File: config.mk
export PLATFORM = sky130hd
export DESIGN_NAME = wb_regfile
export DESIGN_NICKNAME = d
export VERILOG_FILES = /design/src/rtl/wb_regfile.sv
export SDC_FILE = /design/constraint.sdc
export NUM_CORES = 2
export LEC_CHECK = 0
export ABC_CLOCK_PERIOD_IN_PS = 2830
export BUFFER_PORTS_ARGS = -buffer_cell sky130_fd_sc_hd__buf_2
export CORE_UTILIZATION = 41
export DETAILED_ROUTE_END_ITERATION = 6
export PLACE_DENSITY = 0.67
export SLEW_MARGIN = 10
export SYNTH_ARGS = -nofsm -noshare
export SYNTH_HDL_FRONTEND = slang
export SYNTH_SLANG_ARGS = --single-unit
File: constraint.sdc
create_clock -name clk -period 2.83 [get_ports clk]
set_clock_uncertainty 0.1 [all_clocks]
set_input_delay 0.1415 -clock clk [delete_from_list [all_inputs] [get_ports clk]]
set_output_delay 0.1415 -clock clk [all_outputs]
set_load 0.02 [all_outputs]
File: src/rtl/wb_regfile.sv
// wb_regfile: write-back stage and integer register file of the 5-stage RV64 pipeline.
//
// Selects between the ALU result and load data, aligns and extends sub-word loads,
// writes the result into a NREG x XLEN register file (x0 hardwired to zero), serves two
// combinational read ports, and counts committed register writes.
//
// Optional feature macro: WB_BYPASS_EN
//   defined   : write-through, a read of the register being written returns WB_Data
//   undefined : the read returns the old value; the new value appears the next cycle
//
// Ports
//   clk           rising-edge clock
//   reset         synchronous, active-low
//   RegWrite_IR4  write enable from MEM/WB
//   MemtoReg_IR4  1 = load data, 0 = ALU result
//   funct3_IR4    load size/sign
//   Read_Data_IR4 raw doubleword from data memory
//   Mem_Addr_IR4  ALU result; [2:0] is the load byte offset
//   instb_IR4     destination register rd
//   rs1, rs2      decode read addresses
//   ReadData1/2   register values for rs1/rs2
//   WB_Data       value being written this cycle
//   wb_count      committed register writes (wraps)

module wb_regfile #(
    parameter int unsigned XLEN  = 64,
    parameter int unsigned NREG  = 32,
    parameter int unsigned CNT_W = 32
) (
    input  logic             clk,
    input  logic             reset,
    input  logic             RegWrite_IR4,
    input  logic             MemtoReg_IR4,
    input  logic [2:0]       funct3_IR4,
    input  logic [XLEN-1:0]  Read_Data_IR4,
    input  logic [XLEN-1:0]  Mem_Addr_IR4,
    input  logic [4:0]       instb_IR4,
    input  logic [4:0]       rs1,
    input  logic [4:0]       rs2,
    output logic [XLEN-1:0]  ReadData1,
    output logic [XLEN-1:0]  ReadData2,
    output logic [XLEN-1:0]  WB_Data,
    output logic [CNT_W-1:0] wb_count
);

    logic [XLEN-1:0]  regs_q [NREG];
    logic [XLEN-1:0]  regs_d [NREG];
    logic [CNT_W-1:0] wb_count_q, wb_count_d;
    logic [XLEN-1:0]  load_shifted;
    logic [XLEN-1:0]  load_data;
    logic             wr_en;

    // Bytes shifted in from above bit XLEN-1 are zero, so misaligned loads read 0 there.
    assign load_shifted = Read_Data_IR4 >> {Mem_Addr_IR4[2:0], 3'b000};

    always_comb begin
        load_data = Read_Data_IR4;
        unique case (funct3_IR4)
            3'b000:  load_data = {{(XLEN-8){load_shifted[7]}},   load_shifted[7:0]};
            3'b001:  load_data = {{(XLEN-16){load_shifted[15]}}, load_shifted[15:0]};
            3'b010:  load_data = {{(XLEN-32){load_shifted[31]}}, load_shifted[31:0]};
            3'b100:  load_data = {{(XLEN-8){1'b0}},  load_shifted[7:0]};
            3'b101:  load_data = {{(XLEN-16){1'b0}}, load_shifted[15:0]};
            3'b110:  load_data = {{(XLEN-32){1'b0}}, load_shifted[31:0]};
            // ld and the undefined encoding 111 take the raw doubleword, offset ignored.
            default: load_data = Read_Data_IR4;
        endcase
    end

    assign WB_Data = MemtoReg_IR4 ? load_data : Mem_Addr_IR4;
    assign wr_en   = RegWrite_IR4 && (instb_IR4 != 5'd0);

    always_comb begin
        for (int i = 0; i < int'(NREG); i++) begin
            regs_d[i] = regs_q[i];
        end
        wb_count_d = wb_count_q;
        if (wr_en) begin
            regs_d[instb_IR4] = WB_Data;
            wb_count_d        = wb_count_q + 1'b1;
        end
    end

    always_ff @(posedge clk) begin
        if (!reset) begin
            for (int i = 0; i < int'(NREG); i++) begin
                regs_q[i] <= '0;
            end
            wb_count_q <= '0;
        end else begin
            for (int i = 0; i < int'(NREG); i++) begin
                regs_q[i] <= regs_d[i];
            end
            wb_count_q <= wb_count_d;
        end
    end

`ifdef WB_BYPASS_EN
    logic byp1, byp2;
    assign byp1 = wr_en && reset && (rs1 == instb_IR4);
    assign byp2 = wr_en && reset && (rs2 == instb_IR4);

    always_comb begin
        ReadData1 = '0;
        ReadData2 = '0;
        if (rs1 != 5'd0) ReadData1 = byp1 ? WB_Data : regs_q[rs1];
        if (rs2 != 5'd0) ReadData2 = byp2 ? WB_Data : regs_q[rs2];
    end
`else
    always_comb begin
        ReadData1 = '0;
        ReadData2 = '0;
        if (rs1 != 5'd0) ReadData1 = regs_q[rs1];
        if (rs2 != 5'd0) ReadData2 = regs_q[rs2];
    end
`endif

    assign wb_count = wb_count_q;

endmodule

Yosys cells after proc, flatten, opt, wreduce, memory -nomap -nowiden:

Memories as Yosys holds them, arrays and structs flattened.
Index checks and enable logic that the tools add are counted.

* output and inout bits: 224
* RAM bits: 2048
* input bits: 150
* memories kept: 1
* flip-flop bits (word level): 32

Memory list
* regs_q: depth 32, bits a word 64, read ports 34, clocked after memory_dff 0, wr ports 32, RTL line 46 `logic [XLEN-1:0] regs_q [NREG];`

* eq/ne operators: 5
* bitwise operators: 33
* shift-type cells: 1
* $lt $le $gt $ge: 2
* reductions and logical operators: 6
* multiplexer cells: 42
* add/subtract/negate cells: 1

Operators by type and width (number)
* 2-to-1 mux 64 bit: 36
* bitwise mux 2048 bit: 1
* 2-to-1 mux 2048 bit: 1
* case mux 64 bit (6 select lines): 1
* demux 64 bit (select 5 bit): 1
* right shift 64 x 6 -> 32 bit: 1
* adder 32 x 1 -> 32 bit (second input constant): 1
* OR 1 bit: 32
* nonzero test 5 bit: 3
* equality test 3 bit (second input constant): 3
* >= comparator 6 bit (second input constant): 1
* less-than comparator 6 x 1 -> 1 bit (second input constant): 1
* NOT 5 -> 6 bit: 1
* equality test 3 x 1 -> 1 bit (second input constant): 1
* equality test 3 x 2 -> 1 bit (second input constant): 1
* logical NOT 3 bit: 1
* logical AND 1 bit: 2
* 2-to-1 mux 1 bit: 2

Depth between registers and ports, before layout:

* depth in word-level cells: 8
* mapped depth: 10

Least setup slack after synthesis:

OpenSTA, ideal clock, no wires.

* kind: input-to-output
* from: in rs1[0]
* to: out ReadData1[25]
* path buffers: 3
* path slack: 92 ps
* arrival time: 2496 ps
* stages on the path: 7
* cells stage by stage: clkbuf_1 -> clkbuf_1 -> buf_1 -> mux4_2 -> mux4_2 -> nand2_1 -> o21ai_0

* word-level cells in the longest chain between the ends: 2
* elaborated cells between the ends (all ways): 3

RTL lines
* from (decl): RTL line 38 `input logic [4:0] rs1,`
* memory read (32 x 64 bit) / nonzero test 5 bit (equally long branches)
* 2-to-1 mux 64 bit (*): RTL line 113 `if (rs1 != 5'd0) ReadData1 = regs_q[rs1];`
* to (decl): RTL line 40 `output logic [XLEN-1:0] ReadData1,`

Mark *: on every way between the ends. The rest lies on a longest branch, timed or not.

==> run_results.csv <==
group,metric,value,unit
layout,finalNonFillerCells,14180,
clocking,clk_latency,0.87,ns
clocking,cts_root_buf,"clkbuf_16",
grt,grt_overflow_total,0,
pwr,p_leak,45.07,nW
logic_synthesis,netlist_area,106500,um^2
grt,grt_pass1_wl,632400,um
timing,fmax,337.6,MHz
worst_setup_path,startpoint_type,"register",
layout,nets,10750,
layout,postLayoutCellArea,128300,um^2
floorplan,num_io_pins,374,
floorplan,die_x,511.7,um
layout,layout-drive-gt1-share,31.61,%
grt,grt_max_degree,233,
detailed_routing,wl,436400,um
logic_synthesis,syn_area_per_cell,10.12,um^2
worst_setup_path,cp_data_arrival_time,2.72,ns
pwr,p_switching,18.47,mW
logic_synthesis,ys_ff_latch,2080,
detailed_routing,drcViolationCount,3,
worst_setup_path,cp_max_fo,3,
pwr,p_comb_share,11.8,%
logic_synthesis,synthesis.nets,10670,
timing,rsz0062_at_grt,"true",
clocking,clk_path_buf_depth,3,
outcome,status,"finished, violations left",
worst_setup_path,r2r_cells,5,
pwr,peakVddDrop,0.5943,mV
clocking,clk_pin_slew,0.07,ns
timing,setup_viol,75,
detailed_routing,firstDrtPassIters,7,
placement,pre_cts_ws,-0.7340,ns
worst_setup_path,worstReg2RegStart,"wb_count[14]$_SDFFE_PN0P_",
pwr,seq_power_share,43.1,%
clocking,cts_made_buffers,216,
logic_synthesis,synth_area_leaders,"dfxtp_1, mux4_2, o21ai_0",
min_path,hold_depth,6,
detailed_routing,drt-initial-drc-count,14840,
detailed_routing,vias,96860,
logic_synthesis,synth_largest_area_cell,"dfxtp_1",
placement,dp_cells,13670,
pwr,pwr-share-clk,45.1,%
timing,slew_headroom,14.40,%
floorplan,dieHeight,511.7,um
clocking,htreeDepth,4,
timing,hold_viol_final,0,
logic_synthesis,netlist_top_cells_count,"dfxtp_1, o21ai_0, nand3_1, mux4_2, clkbuf_1",
layout,fill_cells,22060,
logic_synthesis,ys.flop_type,"dfxtp_1",
worst_setup_path,critPathKind,"register to primary output",
layout,areaGrowthSynthToFinish,20.47,%
worst_setup_path,regToRegEndpoint,"wb_count[31]$_SDFFE_PN0P_",
pwr,p_sw_share,26.74,%
worst_setup_path,worstPathRequired,2.59,ns
timing,tightest_slew,1.280,ns
logic_synthesis,synth-edff-count,0,
min_path,holdPathEnd,"regs_q[9][16]$_SDFFE_PN0P_",
logic_synthesis,yosysUniqueCellTypes,58,
placement,place_congestion,1.000,
grt,antenna_found_initial,24,
placement,placed_area,117300,um^2
pwr,p_int,50.61,mW
grt,grt_pass1_vias,93440,
worst_setup_path,rrSetupSlack,0.23,ns
min_path,hp-class,"input port to register",
worst_setup_path,cp-end-kind,"primary output",
floorplan,start_util,41.34,%
logic_synthesis,syn_inst,10520,
clocking,cts_tree,"built",
timing,setup_tns,-4.675,ns
outcome,violations,"design-rule violations, negative setup slack",
timing,fin_ws,-0.1321,ns
clocking,cts_sinks,2080,
pwr,total_power,69.08,mW
placement,dp_hpwl,280700,um
timing,maxSlewViolCount,0,
min_path,min_from,"Mem_Addr_IR4[16]",
timing,finalCriticalPeriod,2.962,ns
detailed_routing,vias_per_cell,6.829,
run,cap_viol_max_count,0,
floorplan,coreArea,257600,um^2
floorplan,dieArea,261800,um^2
pwr,power_density,538.4,nW/um^2
logic_synthesis,synth.yosys.seq_area_share,39.10,%
placement,numPortBuffers,373,
floorplan,row_count,186,
logic_synthesis,yosysWarnings,0,
logic_synthesis,synth_top_cell_area_share,39.10,%
detailed_routing,wl_per_cell,30.77,um
logic_synthesis,async_flop_share,0,%
grt,grt_use_total,32.31,%
detailed_routing,antenna_left,0,
logic_synthesis,yosysMostFrequentCell,"dfxtp_1",
timing,finalCritPeriodShare,104.7,%
==> cells by family (layout without fill, tap and decap cells) <==
| logic type | Yosys count | in the layout | share of synthesized area, % |
|---|---|---|---|
| AND/OR/NAND/NOR | 2412 | 2412 | 10.84 |
| flip-flops | 2080 | 2080 | 39.10 |
| other | 0 | 15 | 0 |
| buffers and inverters | 1481 | 1742 | 5.385 |
| multiplexers | 1427 | 1427 | 28.14 |
| AO/OA/AOI/OAI | 3100 | 3100 | 16.35 |
| adder cells (fa/ha/maj) | 1 | 1 | 0.01175 |
| XOR/XNOR | 22 | 22 | 0.1809 |
==> flip-flops by register name, summed over array words and instances, names as in the netlist <==
register,cells
wb_count,32
regs_q,2048
==> layout make-up <==
cell class	instances	area, um^2	share of cell area, %
Timing Repair Buffer	1227	12810	9.985
Multi-Input combinational cell	6962	61140	47.65
Clock buffer	295	6255	4.875
Inverter	114	432.9	0.3374
Tap cell	3384	4234	3.300
Antenna cell	15	37.54	0.02925
Clock inverter	106	1530	1.193
Sequential cell	2080	41860	32.63
==> power by group through the flow <==
| stage | logic [mW] | registers, mW | clock network (mW) |
|---|---|---|---|
| floorplan | 4.14 | 30.3 | 0 |
| global route | 8.35 | 29.8 | 32.4 |
| finish | 8.16 | 29.8 | 31.2 |
| detailed placement | 7.54 | 30.4 | 0 |
| CTS | 7.78 | 29.7 | 31.2 |
| global placement | 7.46 | 30.4 | 0 |
==> worst max path at each step <==
stage                                      from             to  cells after the start
finish              regs_q[26][19]$_SDFFE_PN0P_  ReadData1[19]                      5
global route        regs_q[30][47]$_SDFFE_PN0P_  ReadData1[47]                      6
CTS                 regs_q[19][43]$_SDFFE_PN0P_  ReadData1[43]                      6
detailed placement            Read_Data_IR4[47]    WB_Data[21]                     10
global placement              Read_Data_IR4[47]    WB_Data[21]                     10
floorplan                                rs1[0]  ReadData1[25]                      7
==> stage by stage <==
stage / utilization [%] / hold WS (ns)
after floorplan: - / 0.2697
after global placement: 45.52 / 0.3558
after detailed placement: 45.52 / 0.3642
after CTS: 49.38 / 0.007639
after global routing: 49.80 / 0.04094
final: 49.80 / 0.04834
==> placed cells by master, fill, tap and decap left out, types with 26 or more instances in the layout <==
master            n
o311a_1         124
clkbuf_1         26
nand3_1        1416
o21ai_0        1735
nor2_1          327
a311oi_1        125
nand2_4          31
o21ai_2          57
mux2_2           92
nor2_4           26
clkbuf_16       220
o211ai_1         34
buf_6           124
nand2_1         206
dlygate4sd3_1    78
o31ai_1         148
mux2i_1          90
and2_1           71
bufinv_16        29
mux4_2         1244
inv_1            84
inv_2            27
buf_4           514
buf_2           229
o21ai_4          46
clkinv_2         48
dfxtp_2         179
nand2_2          65
buf_12          265
clkbuf_8         51
dfxtp_1        1901
a21oi_1         623
a31oi_1          63
nor3_1          152
o21ai_1          31
==> what timing repair did <==
action,CTS,global route
hold endpoints to repair,1721,0
hold buffers,79,0
setup buffers,9,29
setup endpoints to repair,153,181
gates resized for setup,557,301
gates cloned,3,2
pin swaps,8,17
==> worst max-delay path: stages, from the launching register on <==
cell and delay [ns]:
dfxtp_1 0.32, mux4_2 0.47, mux4_2 0.53, nand2_2 0.11
o21ai_4 0.17, buf_6 0.20
==> per-layer routing <==
layer	wire, um	global-route usage (%)
met1	150900	39.04
met2	191200	48.20
met3	53190	8.763
met4	41000	26.62
met5	83	0
Power figures use the tool's default switching activity.
